$ cat config.mk
export PLATFORM = sky130hd
export DESIGN_NAME = apb_master
export DESIGN_NICKNAME = d
export VERILOG_FILES = /design/src/rtl/apb_master_pkg.sv /design/src/rtl/apb_master_wait_timer.sv /design/src/rtl/apb_master.sv
export SDC_FILE = /design/constraint.sdc
export NUM_CORES = 1
export LEC_CHECK = 0
export ABC_CLOCK_PERIOD_IN_PS = 2400
export CORE_MARGIN = 1.5
export CORE_UTILIZATION = 41
export DETAILED_ROUTE_END_ITERATION = 8
export PLACE_DENSITY = 0.8
export SETUP_SLACK_MARGIN = 0.1
export SLEW_MARGIN = 20
export SYNTH_ARGS = -nofsm -noshare
export SYNTH_HDL_FRONTEND = slang
export SYNTH_HIERARCHICAL = 1
export SYNTH_SLANG_ARGS = --single-unit
$ cat constraint.sdc
create_clock -name b_pclk -period 2.4 [get_ports b_pclk]
set_input_delay 0.6 -clock b_pclk [delete_from_list [all_inputs] [get_ports b_pclk]]
set_output_delay 0.6 -clock b_pclk [all_outputs]
set_load 0.005 [all_outputs]
$ cat src/rtl/apb_master_pkg.sv
// Shared definitions for the APB master: state encoding and default widths.
package apb_master_pkg;

  localparam int DEF_ADDR_WD = 32;
  localparam int DEF_DATA_WD = 32;
  localparam int DEF_STRB_WD = DEF_DATA_WD / 8;
  localparam int DEF_PROT_WD = 3;
  localparam int DEF_TIMEOUT = 16;

  typedef enum logic [1:0] {
    ST_IDLE   = 2'd0,
    ST_SETUP  = 2'd1,
    ST_ACCESS = 2'd2,
    ST_RESP   = 2'd3
  } apb_state_e;

endpackage

$ cat src/rtl/apb_master_wait_timer.sv
// Wait-cycle timer for the ACCESS phase. Counts cycles with b_pready low,
// saturates instead of wrapping, and flags the cycle that is the last one
// allowed before the transfer must be abandoned.
module apb_wait_timer
  import apb_master_pkg::*;
#(
  parameter int TIMEOUT = DEF_TIMEOUT
) (
  input  logic b_pclk,
  input  logic b_prst_n,
  input  logic clear,
  input  logic enable,
  output logic expired
);

  localparam int CNT_WD = $clog2(TIMEOUT + 1);
  localparam logic [CNT_WD-1:0] CNT_MAX   = CNT_WD'(TIMEOUT);
  localparam logic [CNT_WD-1:0] LAST_WAIT = CNT_WD'(TIMEOUT - 1);

  logic [CNT_WD-1:0] count_q;
  logic [CNT_WD-1:0] count_d;

  // Next count: clear wins, otherwise step while enabled and not saturated.
  always_comb begin
    count_d = count_q;
    if (clear) begin
      count_d = '0;
    end else if (enable && (count_q != CNT_MAX)) begin
      count_d = count_q + CNT_WD'(1);
    end
  end

  // Counter register.
  always_ff @(posedge b_pclk or negedge b_prst_n) begin
    if (!b_prst_n) begin
      count_q <= '0;
    end else begin
      count_q <= count_d;
    end
  end

  // count_q holds the waits already spent, so reaching TIMEOUT-1 means the
  // current low-ready cycle is the final one tolerated.
  assign expired = (count_q >= LAST_WAIT);

endmodule

$ cat src/rtl/apb_master.sv
// APB master: accepts one command at a time, runs SETUP/ACCESS on the APB
// bus, and returns a registered response. A transfer whose completer never
// raises b_pready is abandoned after TIMEOUT wait cycles with rsp_err set.
module apb_master
  import apb_master_pkg::*;
#(
  parameter int ADDR_WD = DEF_ADDR_WD,
  parameter int DATA_WD = DEF_DATA_WD,
  parameter int STRB_WD = DEF_STRB_WD,
  parameter int PROT_WD = DEF_PROT_WD,
  parameter int TIMEOUT = DEF_TIMEOUT
) (
  input  logic               b_pclk,
  input  logic               b_prst_n,
  // command channel
  input  logic               cmd_valid,
  output logic               cmd_ready,
  input  logic               cmd_write,
  input  logic [ADDR_WD-1:0] cmd_addr,
  input  logic [DATA_WD-1:0] cmd_wdata,
  input  logic [STRB_WD-1:0] cmd_strb,
  input  logic [PROT_WD-1:0] cmd_prot,
  // response channel
  output logic               rsp_valid,
  input  logic               rsp_ready,
  output logic [DATA_WD-1:0] rsp_rdata,
  output logic               rsp_err,
  // APB bus
  output logic               b_psel,
  output logic               b_penable,
  output logic               b_pwrite,
  output logic [ADDR_WD-1:0] b_paddr,
  output logic [DATA_WD-1:0] b_pwdata,
  output logic [PROT_WD-1:0] b_pprot,
  output logic [STRB_WD-1:0] b_pstrb,
  input  logic [DATA_WD-1:0] b_prdata,
  input  logic               b_pready
);

  apb_state_e state_q, state_d;

  logic               psel_q, psel_d;
  logic               penable_q, penable_d;
  logic               pwrite_q, pwrite_d;
  logic [ADDR_WD-1:0] paddr_q, paddr_d;
  logic [DATA_WD-1:0] pwdata_q, pwdata_d;
  logic [PROT_WD-1:0] pprot_q, pprot_d;
  logic [STRB_WD-1:0] pstrb_q, pstrb_d;

  logic               rsp_valid_q, rsp_valid_d;
  logic               rsp_err_q, rsp_err_d;
  logic [DATA_WD-1:0] rsp_rdata_q, rsp_rdata_d;

  logic timer_clear;
  logic timer_enable;
  logic timer_expired;

  apb_wait_timer #(
    .TIMEOUT (TIMEOUT)
  ) u_wait_timer (
    .b_pclk   (b_pclk),
    .b_prst_n (b_prst_n),
    .clear    (timer_clear),
    .enable   (timer_enable),
    .expired  (timer_expired)
  );

  // Next state and next registered outputs; everything holds unless a phase
  // transition says otherwise.
  always_comb begin
    state_d      = state_q;
    psel_d       = psel_q;
    penable_d    = penable_q;
    pwrite_d     = pwrite_q;
    paddr_d      = paddr_q;
    pwdata_d     = pwdata_q;
    pprot_d      = pprot_q;
    pstrb_d      = pstrb_q;
    rsp_valid_d  = rsp_valid_q;
    rsp_err_d    = rsp_err_q;
    rsp_rdata_d  = rsp_rdata_q;
    timer_clear  = 1'b0;
    timer_enable = 1'b0;

    case (state_q)
      ST_IDLE: begin
        if (cmd_valid) begin
          state_d     = ST_SETUP;
          psel_d      = 1'b1;
          penable_d   = 1'b0;
          pwrite_d    = cmd_write;
          paddr_d     = cmd_addr;
          pwdata_d    = cmd_wdata;
          pprot_d     = cmd_prot;
          pstrb_d     = cmd_write ? cmd_strb : '0;
          timer_clear = 1'b1;
        end
      end

      ST_SETUP: begin
        state_d   = ST_ACCESS;
        penable_d = 1'b1;
      end

      ST_ACCESS: begin
        timer_enable = ~b_pready;
        if (b_pready) begin
          state_d     = ST_RESP;
          psel_d      = 1'b0;
          penable_d   = 1'b0;
          rsp_valid_d = 1'b1;
          rsp_err_d   = 1'b0;
          rsp_rdata_d = pwrite_q ? '0 : b_prdata;
        end else if (timer_expired) begin
          state_d     = ST_RESP;
          psel_d      = 1'b0;
          penable_d   = 1'b0;
          rsp_valid_d = 1'b1;
          rsp_err_d   = 1'b1;
          rsp_rdata_d = '0;
        end
      end

      ST_RESP: begin
        if (rsp_ready) begin
          state_d     = ST_IDLE;
          rsp_valid_d = 1'b0;
        end
      end

      default: begin
        state_d = ST_IDLE;
      end
    endcase
  end

  // FSM state register.
  always_ff @(posedge b_pclk or negedge b_prst_n) begin
    if (!b_prst_n) begin
      state_q <= ST_IDLE;
    end else begin
      state_q <= state_d;
    end
  end

  // APB bus output registers.
  always_ff @(posedge b_pclk or negedge b_prst_n) begin
    if (!b_prst_n) begin
      psel_q    <= 1'b0;
      penable_q <= 1'b0;
      pwrite_q  <= 1'b0;
      paddr_q   <= '0;
      pwdata_q  <= '0;
      pprot_q   <= '0;
      pstrb_q   <= '0;
    end else begin
      psel_q    <= psel_d;
      penable_q <= penable_d;
      pwrite_q  <= pwrite_d;
      paddr_q   <= paddr_d;
      pwdata_q  <= pwdata_d;
      pprot_q   <= pprot_d;
      pstrb_q   <= pstrb_d;
    end
  end

  // Response channel registers.
  always_ff @(posedge b_pclk or negedge b_prst_n) begin
    if (!b_prst_n) begin
      rsp_valid_q <= 1'b0;
      rsp_err_q   <= 1'b0;
      rsp_rdata_q <= '0;
    end else begin
      rsp_valid_q <= rsp_valid_d;
      rsp_err_q   <= rsp_err_d;
      rsp_rdata_q <= rsp_rdata_d;
    end
  end

  assign cmd_ready = (state_q == ST_IDLE);

  assign b_psel    = psel_q;
  assign b_penable = penable_q;
  assign b_pwrite  = pwrite_q;
  assign b_paddr   = paddr_q;
  assign b_pwdata  = pwdata_q;
  assign b_pprot   = pprot_q;
  assign b_pstrb   = pstrb_q;

  assign rsp_valid = rsp_valid_q;
  assign rsp_err   = rsp_err_q;
  assign rsp_rdata = rsp_rdata_q;

endmodule

==> impl_results.md <==
* Status: completed
* Yosys reg bits at 115
* Initial antenna violation count at 0
* CTS sink count at 115
* Reg2reg start: u_wait_timer/count_q[0]
* Final instance area at 7709 µm²
* Detailed Routing Iterations Pass 1 at 5
* P&R area growth vs syn at 64.60%
* Mapped Nets at 483
* R2R setup slack at 420 ps
* Setup-failing EPs final at 0
* CP Data Required Time at 1800 ps
* Global-route usage over all layers at 20.32%
* Setup TNS at 0 ps
* Post-route ant nets at 0
* Reg clk slew, reported paths at 50 ps
* Core Rows at 38
* Die Wd at 109.9 µm
* Met3 wire length at 813 µm
* Peak VDD IR at 0.6121 mV
* Crit Path Max Fanout at 5
* Met2 WL at 6233 µm
* Dpl ws at 266.6 ps
* F_max at 454.5 MHz
* CTS tree: built
* DIE AREA at 12070 µm²
* Final nets at 712
* Reg-to-reg endpoint: state_q[1]
* PD cells at 1296 nW/µm²
* Clk_lat worst skew at 400 ps
* Core Region at 10980 µm²
* Vias/cell at 4.804
* Tightest Pin Transition at 595.7 ps
* CTS Root Buffer Type: clkbuf_16
* Met1 wire length at 4544 µm
* Worst reg-to-reg path cell count at 8
* HPWL Detailed at 8546 µm
* First-pass GRT wire length at 18390 µm
* Max-slew violation count at 0
* Clock Skew at 6.462 ps
* RSZ-0062 raised after global routing: false
* Period Utilization, post-route at 91.67%
* Worst Hold Slack at 210.5 ps
* Register area share after synthesis at 61.45%
* Final worst slack at 199.8 ps
* Placed cell areas at 7059 µm²
* # hold bufs at CTS at 0
* Syn avg cell area at 12.80 µm²
* # diodes at 0
* Path type of the worst min-delay path: primary input to asynchronous set/reset pin
* Final Hold Vio Count at 0
* DR vias at 3584
* Ratio of cells with drive above 1 in the final layout at 19.80%
* Tmin final at 2200 ps
* Data arrival, critical path at 1600 ps
* Pleak at 3.273 nW
* Yosys cell types at 31
* Number of port buffers at 217
* Max-cap viol count at 0
* Vias in the first global route at 3759
* CTS Buffer Depth at 2
* Nature of the critical path startpoint: register
* DRC at 0
* Iter 0 DRT Violations at 151
* H-tree lvl count at 4
* Total power at 9.989 mW
* Top layer in use: met4
* CP Capture Type: primary output
* Slew headroom at 60.28%
* Avg WL per Cell at 15.79 µm
* Syn Inst Count at 366
* Grt total ovfl at 0
* Post-Syn Area at 4683 µm²
* Critical path type: register to primary output
* YS warnings at 6
* IO Pins at 218
* Die H at 109.9 µm
* Total wire length at 11780 µm
* Routability-driven placement congestion ratio at 0.7910
* CTS buffer count at 17
* Initial Util at 42.64%
* Pin count of the biggest net entering global routing at 47
==> critical path, cell delays in order, from the launching register on <==
cell and delay, ps:
dfrtp_1 430, inv_2 100, ha_4 170, clkdlybuf4s50_1 500
==> worst max-delay path by stage <==
stage,from,to,depth (start not counted)
after floorplan,u_wait_timer/count_q[0],rsp_err,9
after global placement,cmd_valid,b_pwdata[19],5
after detailed placement,b_pready,state_q[1],4
after CTS,state_q[0],cmd_ready,3
after global routing,state_q[1],cmd_ready,3
final,state_q[1],cmd_ready,3
==> through the flow <==
step,util [%],instances
floorplan,-,366
global placement,64.27,715
detailed placement,64.27,715
CTS,70.12,745
global route,70.19,746
finish,70.19,746
==> power breakdown <==
part           internal (mW)  total (mW)  switching (mW)
combinational           2.59        3.96            1.36
clock                   1.85        2.69           0.834
sequential              2.84        3.35           0.510
==> registers in the layout (all words and copies together) (netlist names) <==
register	flops
rsp_valid	1
b_pwdata	32
rsp_rdata	32
b_pstrb	4
b_penable	1
rsp_err	1
b_pprot	3
b_pwrite	1
b_psel	1
u_wait_timer/count_q	5
b_paddr	32
state_q	2
==> logic make-up (layout without fill, tap and decap cells) <==
family	Yosys count	in the layout	share of synthesized area, %
DFF	115	115	61.45
adders and majority gates	8	8	2.137
AOI/OAI and AO/OA	46	46	5.450
muxes	74	74	18.51
xor gates and xnor gates	1	1	0.1870
and+or+nand+nor	95	95	8.469
buffers and inverters	27	267	3.794
==> cells in the final DEF (no fill, tap or decap), drive strengths merged <==
cell,Yosys,routed
clkdlybuf4s50,0,216
dfrtp,115,115
nand2,78,78
mux2,71,71
o21ai,40,40
clkbuf,3,20
buf,15,12
inv,9,9
ha,8,8
nor2,6,6
bufinv,0,5
nor2b,4,4
mux2i,3,3
clkinvlp,0,3
clkinv,0,2
nand4,2,2
nand2b,2,2
a211oi,2,2
nor3b,1,1
a22o,1,1
nor3,1,1
and3,1,1
o31a,1,1
xor2,1,1
o2111ai,1,1
a21oi,1,1
==> layout make-up <==
type                            instances  area, µm²
Inverter                                9      36.28
Sequential cell                       115       2878
Tap cell                              140      175.2
Clock inverter                         10      182.7
Multi-Input combinational cell        224       1650
Fill cell                             817       3274
Clock buffer                           20      446.7
Timing Repair Buffer                  228       2340
==> layer usage <==
layer / GRT usage (%) / vias to the layer above
li1: - / 1698
met1: 22.57 / 1739
met2: 36.42 / 134
met3: 5.928 / 13
met4: 7.978 / 0
met5: 0 / -
==> cell usage after synthesis (all sizes together) <==
cell	number	area (µm²)
a211oi	2	20.02
a21oi	1	5.000
a22o	1	8.760
and3	1	6.260
buf	15	130.1
clkbuf	3	11.26
dfrtp	115	2878
ha	8	100.1
inv	9	36.29
mux2	71	837.1
mux2i	3	30.03
nand2	78	300.3
nand2b	2	12.51
nand4	2	12.51
nor2	6	22.52
nor2b	4	25.02
nor3	1	5.000
nor3b	1	12.51
o2111ai	1	8.760
o21ai	40	204.0
o31a	1	8.760
xor2	1	8.760
==> timing repair <==
| item | in CTS | in global routing |
|---|---|---|
| endpoints found under the setup margin | 1 | 1 |
| buffers inserted | 0 | 1 |
| gates resized for setup | 2 | 2 |
Power figures use the tool's default switching activity.
